[config.mk]
export PLATFORM = sky130hd
export DESIGN_NAME = udp_tx_arbiter
export DESIGN_NICKNAME = d
export VERILOG_FILES = /design/src/rtl/udp_tx_arbiter.sv
export SDC_FILE = /design/constraint.sdc
export NUM_CORES = 1
export LEC_CHECK = 0
export ABC_AREA = 1
export CAP_MARGIN = 20
export CORE_UTILIZATION = 41
export DETAILED_ROUTE_END_ITERATION = 16
export PLACE_DENSITY_LB_ADDON = 0.3
export SLEW_MARGIN = 20
export SYNTH_ARGS = -nofsm -noshare
export SYNTH_HDL_FRONTEND = slang
export SYNTH_SLANG_ARGS = --single-unit
export TNS_END_PERCENT = 100
[constraint.sdc]
create_clock -name clk -period 3.6 [get_ports clk]
set_clock_uncertainty 0.05 [all_clocks]
set_input_delay 0.72 -clock clk [delete_from_list [all_inputs] [get_ports clk]]
set_output_delay 0.72 -clock clk [all_outputs]
set_load 0.005 [all_outputs]
[src/rtl/udp_tx_arbiter.sv]
// udp_tx_arbiter: round-robin scheduler that shares one udp_tx engine
// among 4 channel FIFOs.
//
// Ports:
//   clk, rst   clock; asynchronous active-high reset
//   req[3:0]   level request per channel (a whole packet is in the FIFO)
//   ch_dlen    payload length per channel, ch0 = [15:0] .. ch3 = [63:48]
//   grant      one-hot FIFO read select, held from ARB through GAP
//   eth_fs     start to udp_tx, high for all of SEND
//   eth_fd     done pulse from udp_tx (only looked at in SEND)
//   src_port   BASE_PORT + granted channel index (latched)
//   det_port   constant BASE_PORT
//   data_len   latched payload length; udp_len = data_len + 8 (wraps)
//   ch_done    one-cycle pulse on the channel that finished
//   ch_err     one-cycle pulse on bad length or watchdog expiry
//   busy       state is not IDLE
module udp_tx_arbiter #(
  parameter int unsigned GAP_CYC   = 12,
  parameter logic [15:0] BASE_PORT = 16'h1F90,
  parameter logic [15:0] MAX_DLEN  = 16'd1472,
  parameter logic [15:0] TIMEOUT   = 16'hFFFF
) (
  input  logic        clk,
  input  logic        rst,
  input  logic [3:0]  req,
  input  logic [63:0] ch_dlen,
  output logic [3:0]  grant,
  output logic        eth_fs,
  input  logic        eth_fd,
  output logic [15:0] src_port,
  output logic [15:0] det_port,
  output logic [15:0] data_len,
  output logic [15:0] udp_len,
  output logic [3:0]  ch_done,
  output logic [3:0]  ch_err,
  output logic        busy
);

  typedef enum logic [1:0] {IDLE, ARB, SEND, GAP} state_t;

  state_t      state, state_nxt;
  logic [1:0]  rr_ptr;
  logic [1:0]  idx;
  logic        hit;
  logic [15:0] sel_len;
  logic        len_bad;
  logic [15:0] wd_cnt;
  logic [15:0] gap_cnt;
  logic        wd_hit;
  logic        gap_end;

  // Round-robin pick: walk offsets from high to low so the smallest
  // offset from rr_ptr that has a request is the one left standing.
  always_comb begin
    idx = rr_ptr;
    hit = 1'b0;
    for (int k = 3; k >= 0; k--) begin
      if (req[rr_ptr + 2'(k)]) begin
        idx = rr_ptr + 2'(k);
        hit = 1'b1;
      end
    end
  end

  assign sel_len = ch_dlen[{idx, 4'b0000} +: 16];
  assign len_bad = (sel_len == 16'd0) || (sel_len > MAX_DLEN);

  // wd_cnt is 0 on the first SEND cycle, so expiring at TIMEOUT-1 keeps
  // eth_fs high for exactly TIMEOUT cycles.
  assign wd_hit  = (wd_cnt == TIMEOUT - 16'd1);
  assign gap_end = (gap_cnt == 16'(GAP_CYC - 1));

  assign det_port = BASE_PORT;
  assign udp_len  = data_len + 16'd8;
  assign busy     = (state != IDLE);

  always_ff @(posedge clk or posedge rst) begin
    if (rst) state <= IDLE;
    else     state <= state_nxt;
  end

  always_comb begin
    state_nxt = state;
    case (state)
      IDLE: if (|req) state_nxt = ARB;
      ARB: begin
        if (!hit)        state_nxt = IDLE;
        else if (len_bad) state_nxt = GAP;
        else             state_nxt = SEND;
      end
      // eth_fd has priority, but both leave for GAP anyway
      SEND: if (eth_fd || wd_hit) state_nxt = GAP;
      GAP:  if (gap_end) state_nxt = IDLE;
      default: state_nxt = IDLE;
    endcase
  end

  always_ff @(posedge clk or posedge rst) begin
    if (rst) begin
      grant    <= '0;
      eth_fs   <= 1'b0;
      ch_done  <= '0;
      ch_err   <= '0;
      src_port <= BASE_PORT;
      data_len <= '0;
      rr_ptr   <= '0;
      wd_cnt   <= '0;
      gap_cnt  <= '0;
    end else begin
      ch_done <= '0;
      ch_err  <= '0;
      case (state)
        ARB: begin
          if (hit) begin
            grant    <= 4'(1) << idx;
            rr_ptr   <= idx + 2'd1;
            src_port <= BASE_PORT + {14'd0, idx};
            gap_cnt  <= '0;
            wd_cnt   <= '0;
            if (len_bad) begin
              ch_err <= 4'(1) << idx;
            end else begin
              data_len <= sel_len;
              eth_fs   <= 1'b1;
            end
          end
        end
        SEND: begin
          wd_cnt <= wd_cnt + 16'd1;
          if (eth_fd) begin
            ch_done <= grant;
            eth_fs  <= 1'b0;
          end else if (wd_hit) begin
            ch_err <= grant;
            eth_fs <= 1'b0;
          end
        end
        GAP: begin
          gap_cnt <= gap_cnt + 16'd1;
          if (gap_end) grant <= '0;
        end
        default: ;
      endcase
    end
  end

endmodule

==> results of run 1 <==
worst min path at each step:
stage / from / to / cells after the start
after global routing: src_port[0] / src_port[0] / 2
after CTS: wd_cnt[4] / wd_cnt[4] / 1
after detailed placement: wd_cnt[4] / wd_cnt[4] / 1
final: gap_cnt[5] / gap_cnt[5] / 1
after floorplan: wd_cnt[4] / wd_cnt[4] / 1
after global placement: wd_cnt[14] / wd_cnt[14] / 1
power breakdown:
group          switching [mW]  total [mW]  internal, mW
clock                   0.338        1.01         0.675
sequential              0.127        1.00         0.874
combinational            1.90        3.13          1.23
routing by layer:
layer / vias up / track usage / routed length, um
met5: - / 0 / 0
met4: 0 / 0.0629 / 131
met3: 12 / 0.0302 / 589
met2: 142 / 0.363 / 5850
met1: 2187 / 0.256 / 5200
li1: 2360 / - / -
registers in the layout, summed over array words and instances, names as in the netlist, named ones only:
signal / flops
eth_fs: 1
rr_ptr: 2
grant: 4
gap_cnt: 16
data_len: 16
state: 1
ch_done: 4
wd_cnt: 16
src_port: 2
ch_err: 4
cell usage after synthesis (all sizes together):
cell type,number
conb,2
nor2,47
nor3b,3
o31ai,1
o21ai,40
dfrtp,67
clkbuf,4
nand4,16
a21oi,26
xnor2,1
nor3,19
xor2,10
inv,94
a31oi,2
ha,12
nand2,198
nor4,3
nand3b,16
nand3,75
buf,49
layout make-up:
class	count	area share
Clock inverter	7	0.0184
Tap cell	140	0.0277
Inverter	94	0.0561
Timing Repair Buffer	133	0.212
Sequential cell	67	0.265
Multi-Input combinational cell	499	0.385
Clock buffer	9	0.0356
cell families after synthesis:
logic type                 after synthesis  synth area share
AOI/OAI and AO/OA                       69            0.0786
and+or+nand+nor                        377             0.360
xor gates and xnor gates                11            0.0203
DFF                                     67             0.354
buffers and inverters                  147             0.154
adders and majority gates               12            0.0317
other                                    2           0.00158
==> summary.md, run 1 <==
| Metric | Value |
|---|---|
| Share of post-route cells with drive strength above 1 | `0.0643` |
| Final Slew Violations | `0` |
| Mapped Cells | `~690` |
| Commonest non-fill, non-tap cells in the layout | `192 x nand2_1, 118 x clkdlybuf4s50_1, 89 x inv_1` |
| Synthesized area | `between 0.004 and 0.005 sq mm` |
| PD cells | `813 mW/mm^2` |
| DR WL/cell | `roughly 12 um` |
| Slew @ Worst Pin | `roughly 830 ps` |
| Finished Core Util | `0.574` |
| Iter 0 DRT Violations | `roughly 230` |
| Required @ worst endpoint | `2830 ps` |
| Final WS setup | `305 ps` |
| Placed Area | `roughly 0.0060 sq mm` |
| Via-per-instance ratio | `4.95` |
| Initial Util | `0.430` |
| GPL Wtd Cong | `between 0.8 and 0.9` |
| Via count | `4,701` |
| Vias in the first global route | `around 4,400` |
| Die H | `between 100 and 150 um` |
| Global route overflow | `0` |
| Final period utilization | `0.915` |
| Clock slew at reported path FFs | `approximately 60 ps` |
| Critical path origin | `data_len[4]` |
| Worst setup path endpoint | `udp_len[15]` |
| Area of the multi-input gates | `roughly 0.0024 sq mm` |
| Global Route Usage Sum | `0.205` |
| Critical Path Start Type | `register` |
| Top-area cell type share of the netlist area | `0.354` |
| CTS max path bufs | `2` |
| Largest net degree at the start of global routing | `68` |
| Reg area | `roughly 0.0017 sq mm` |
| CP Max Fanout | `4` |
| RSZ-0062 raised after global routing | `no` |
| Ports | `around 150` |
| Hpwl dp | `~9.1 mm` |
| Power Total | `5.15 mW` |
| Register area share after synthesis | `0.354` |
| Fillers | `1,044` |
| CTS resizes | `0` |
| Reg2reg path depth | `19` |
| Crit path buf inv count | `1` |
| Die footprint | `about 0.012 sq mm` |
| Family with the most delay on the worst path | `simple AND/OR/NAND/NOR gates` |
| Max-cap violations | `0` |
| Antenna diode count | `0` |
| CP max stage cell | `clkdlybuf4s50_1` |
| Placed cells | `between 900 and 1,000` |
| Worst-skew pair later-pin latency | `330 ps` |
| Post-CTS Setup Bufs | `0` |
| Max IR drop VDD | `around 0.5 mV` |
| DRT antenna net count | `0` |
| Synth unique cells | `32` |
| Final routed DRC violation total | `0` |
| Area leader, netlist | `dfrtp_1` |
| Number of port buffers | `118` |
| Synth area leaders | `dfrtp_1 35%, nand2_1 15%, nand3_1 7.7%` |
| Critical Path Stages | `7` |
| H-tree levels | `3` |
| CP dominant cell by count | `nand3_1` |
| TritonCTS clock tree | `built` |
| Worst Hold Class | `reg -> reg` |
| Post-route cell area | `roughly 0.0063 sq mm` |
| Pre-Repair DR Iteration Count | `5` |
| Initial antenna violation count | `0` |
| Reg2reg start | `rr_ptr[0]` |
| Row count | `38` |
| Worst path max stage delay | `520 ps` |
| Root buffer cell | `clkbuf_16` |
| Status | `complete, no violations` |
| Core area | `approximately 0.011 sq mm` |
| R2R Path End | `gap_cnt[15]` |
| Area growth syn-to-layout | `33.5%` |
| Pre-CTS setup slack | `between 70 and 80 ps` |
| FF+latch count, synth | `67` |
| Worst slew margin | `0.449` |
| Final Hold Fails | `0` |
| Worst Setup End Kind | `output port` |
| Crit path DAT | `2520 ps` |
| Final min period | `about 3300 ps` |
| Worst R2R Setup Slack | `530 ps` |
| FMAX | `around 300 MHz` |
| Final setup viols | `0` |
| Syn avg cell area | `just under 7 sq um` |
| Cts hold-fix bufs | `0` |
| CTS Buf Count | `9` |
| Layout Cells excl Fill | `~950` |
| Critical path cell sequence | `ha_1 > nand3_1 > nor3b_1 > nand3_1 > nor3_1 > xor2_1 > clkdlybuf4s50_1` |
| # clock sinks | `between 60 and 70` |
| Yosys warns | `0` |
| Final wirelength | `roughly 12 mm` |
| TNS Setup | `0 ps` |
| Commonest non-fill, non-tap cell in the layout | `nand2_1` |
| Final hold slack | `446 ps` |
| LEAKAGE | `between 3 and 4 nW` |
| First-pass GRT wire length | `19.6 mm` |
| Final #Nets | `between 800 and 900` |
| Worst Setup Path Type | `reg -> out` |
| Die Wd | `110 um` |
No activity file was read; power rests on OpenSTA's default activity.
==> run 2: changes to the inputs <==
ABC_AREA = default   (was 1)
DONT_BUFFER_PORTS = 1   (was default)
==> run 2 against run 1 <==
Hold slack worse by 140 ps. Highest routed layer unchanged. Die area is 13% lower. Sequential cell count stayed put. Maximum frequency is 0.13% lower. Non-clock buffer count is 119 lower. Wire length is 17% lower. Combinational power is 59% lower. First-iteration DRC count is 33% lower. Register-to-register slack worse by 230 ps. Synthesized area is 14% lower. Critical path type is now reg -> reg.
==> summary.md, run 2 <==
| Metric | Value |
|---|---|
| DRT antenna net count | `0` |
| Reg area | `between 0.0015 and 0.002 sq mm` |
| Area of the multi-input gates | `~0.0022 sq mm` |
| Largest net degree at the start of global routing | `35` |
| DR WL/cell | `between 15 and 20 um` |
| CTS Buf Count | `9` |
| Synth area leaders | `dfrtp_1 41%, buf_4 6.2%, xor2_1 4.5%` |
| First-pass GRT wire length | `15.4 mm` |
| Mapped Cells | `about 450` |
| FFs w/ async S/R, synth | `1.00` |
| Antenna diode count | `0` |
| Synth unique cells | `between 50 and 60` |
| Core area | `just under 0.01 sq mm` |
| Final #Nets | `539` |
| Final routed DRC violation total | `0` |
| Placed cells | `578` |
| Critical Path Start Type | `register` |
| FMAX | `around 300 MHz` |
| Area growth syn-to-layout | `6.97%` |
| CP Max Fanout | `16` |
| Iter 0 DRT Violations | `approximately 150` |
| Worst slew margin | `0.487` |
| Worst Setup End Kind | `register` |
| Cell with the most instances after synthesis | `dfrtp_1` |
| Via count | `3,202` |
| Area leader, netlist | `dfrtp_1` |
| Crit path DAT | `roughly 3500 ps` |
| Max IR drop VDD | `around 0.37 mV` |
| Syn avg cell area | `~9 sq um` |
| Final Slew Violations | `0` |
| Die Wd | `a little over 100 um` |
| Layout Cells excl Fill | `approximately 600` |
| Initial Util | `0.421` |
| Row count | `36` |
| Commonest non-fill, non-tap cell in the layout | `dfrtp_1` |
| Worst-skew pair later-pin latency | `340 ps` |
| Vias in the first global route | `between 3,000 and 4,000` |
| H-tree levels | `3` |
| Yosys warns | `0` |
| Most instantiated cells after synthesis | `67 x dfrtp_1, 41 x nand2_1, 38 x nor2_1, 34 x buf_4, 28 x nand3_1` |
| Hpwl dp | `7.57 mm` |
| Global Route Usage Sum | `0.196` |
| Global route overflow | `0` |
| RSZ-0062 raised after global routing | `no` |
| TNS Setup | `0 ps` |
| Final setup viols | `0` |
| Worst Setup Path Type | `reg -> reg` |
| Final Hold Fails | `0` |
| Root buffer cell | `clkbuf_8` |
| Ports | `between 100 and 150` |
| LEAKAGE | `2.06 nW` |
| Fillers | `964` |
| Slew @ Worst Pin | `around 770 ps` |
| Register area share after synthesis | `0.409` |
| Main synth FF type | `dfrtp_1` |
| Cts hold-fix bufs | `0` |
| Worst Hold Class | `in -> async` |
| TritonCTS clock tree | `built` |
| Top-area cell type share of the netlist area | `0.409` |
| Clock slew at reported path FFs | `approximately 70 ps` |
| Post-CTS Setup Bufs | `0` |
| Die footprint | `slightly above 0.01 sq mm` |
| FF+latch count, synth | `67` |
| Pre-Repair DR Iteration Count | `4` |
| Initial antenna violation count | `0` |
| CTS resizes | `0` |
| Max-cap violations | `0` |
| Number of port buffers | `0` |
| Required @ worst endpoint | `3780 ps` |
| Die H | `around 100 um` |
| Share of post-route cells with drive strength above 1 | `0.0935` |
| Final period utilization | `0.916` |
| Status | `complete, no violations` |
| Top flop regs | `data_len: 16 flops, gap_cnt: 16 flops, wd_cnt: 16 flops` |
| GPL Wtd Cong | `roughly 0.85` |
| PD cells | `698 mW/mm^2` |
| # clock sinks | `67` |
| Commonest non-fill, non-tap cells in the layout | `67 x dfrtp_1, 41 x nand2_1, 38 x nor2_1` |
| CTS max path bufs | `2` |
| Synthesized area | `approximately 0.0041 sq mm` |
| Via-per-instance ratio | `about 5.4` |
| Final min period | `3300 ps` |
| Post-synth EDFFs | `0` |
| Final wirelength | `slightly below 10 mm` |
run 2: cell families (layout without fill, tap and decap cells):
family | count (synthesis) | in the layout | share of synthesized area
and+or+nand+nor | 182 | 182 | 0.225
xor gates and xnor gates | 35 | 35 | 0.0749
AOI/OAI and AO/OA | 73 | 73 | 0.125
buffers and inverters | 63 | 47 | 0.0898
DFF | 67 | 67 | 0.409
other | 2 | 30 | 0.00183
muxes | 14 | 14 | 0.0367
adders and majority gates | 12 | 12 | 0.0367
run 2: final timing paths:
kind / from / end / slack, ps / cells after the start
setup / recovery: rr_ptr[1] / data_len[5] / 300 / 11
hold / removal: rst / data_len[11] / 310 / 1
setup reg to reg: rr_ptr[1] / data_len[5] / 300 / 11
hold reg to reg: wd_cnt[2] / wd_cnt[2] / 490 / 1
max in group asynchronous: rst / gap_cnt[0] / 2460 / 2
min in group clk: eth_fd / ch_done[0] / 480 / 1
run 2: metal layers:
layer | routed length [um] | GRT usage | part of all wire | up-vias
li1 | - | - | - | 1524
met1 | 4230 | 0.252 | 0.43 | 1528
met2 | 4720 | 0.323 | 0.48 | 135
met3 | 648 | 0.0499 | 0.066 | 15
met4 | 155 | 0.0681 | 0.016 | 0
met5 | 0 | 0 | 0 | -
run 2: power by group:
group	internal (mW)	leakage, nW	switching (mW)
registers	0.903	0.886	0.212
clock network	0.406	0.104	0.270
logic	0.492	1.07	0.775
run 2: area by class of cell:
| cell class | instances | share of cell area |
|---|---|---|
| Multi-Input combinational cell | 346 | 0.492 |
| Tap cell | 133 | 0.0380 |
| Sequential cell | 67 | 0.383 |
| Inverter | 18 | 0.0154 |
| Clock buffer | 13 | 0.0340 |
| Timing Repair Buffer | 14 | 0.0240 |
| Clock inverter | 2 | 0.0137 |
run 2: worst max-delay path: stages, from the launching register on:
cell      delay [ps]
dfrtp_1          460
nor2b_1          180
a2111o_1         500
buf_4            210
and3_1           180
a211oi_1         330
o22ai_1          190
nor4_2           210
mux2i_1          300
nand2_2           80
buf_4            210
mux2_2           290
run 2: metrics by stage:
stage / instance area [sq um] / setup WS, ps / power [mW] / utilization / hold slack [ps]
floorplan: 4200 / 434 / 2.06 / - / 423
global placement: 4170 / 240 / 2.36 / 0.429 / 465
detailed placement: 4170 / 199 / 2.40 / 0.429 / 480
CTS: 4380 / 339 / 3.08 / 0.450 / 326
global route: 4380 / 104 / 3.30 / 0.450 / 368
finish: 4380 / 301 / 3.06 / 0.450 / 307
==> run 3: changes to the inputs <==
CTS_CLUSTER_SIZE = 10   (was default)
==> results of run 3 <==
The final DEF is identical to that of run 2; final timing and power are the same.
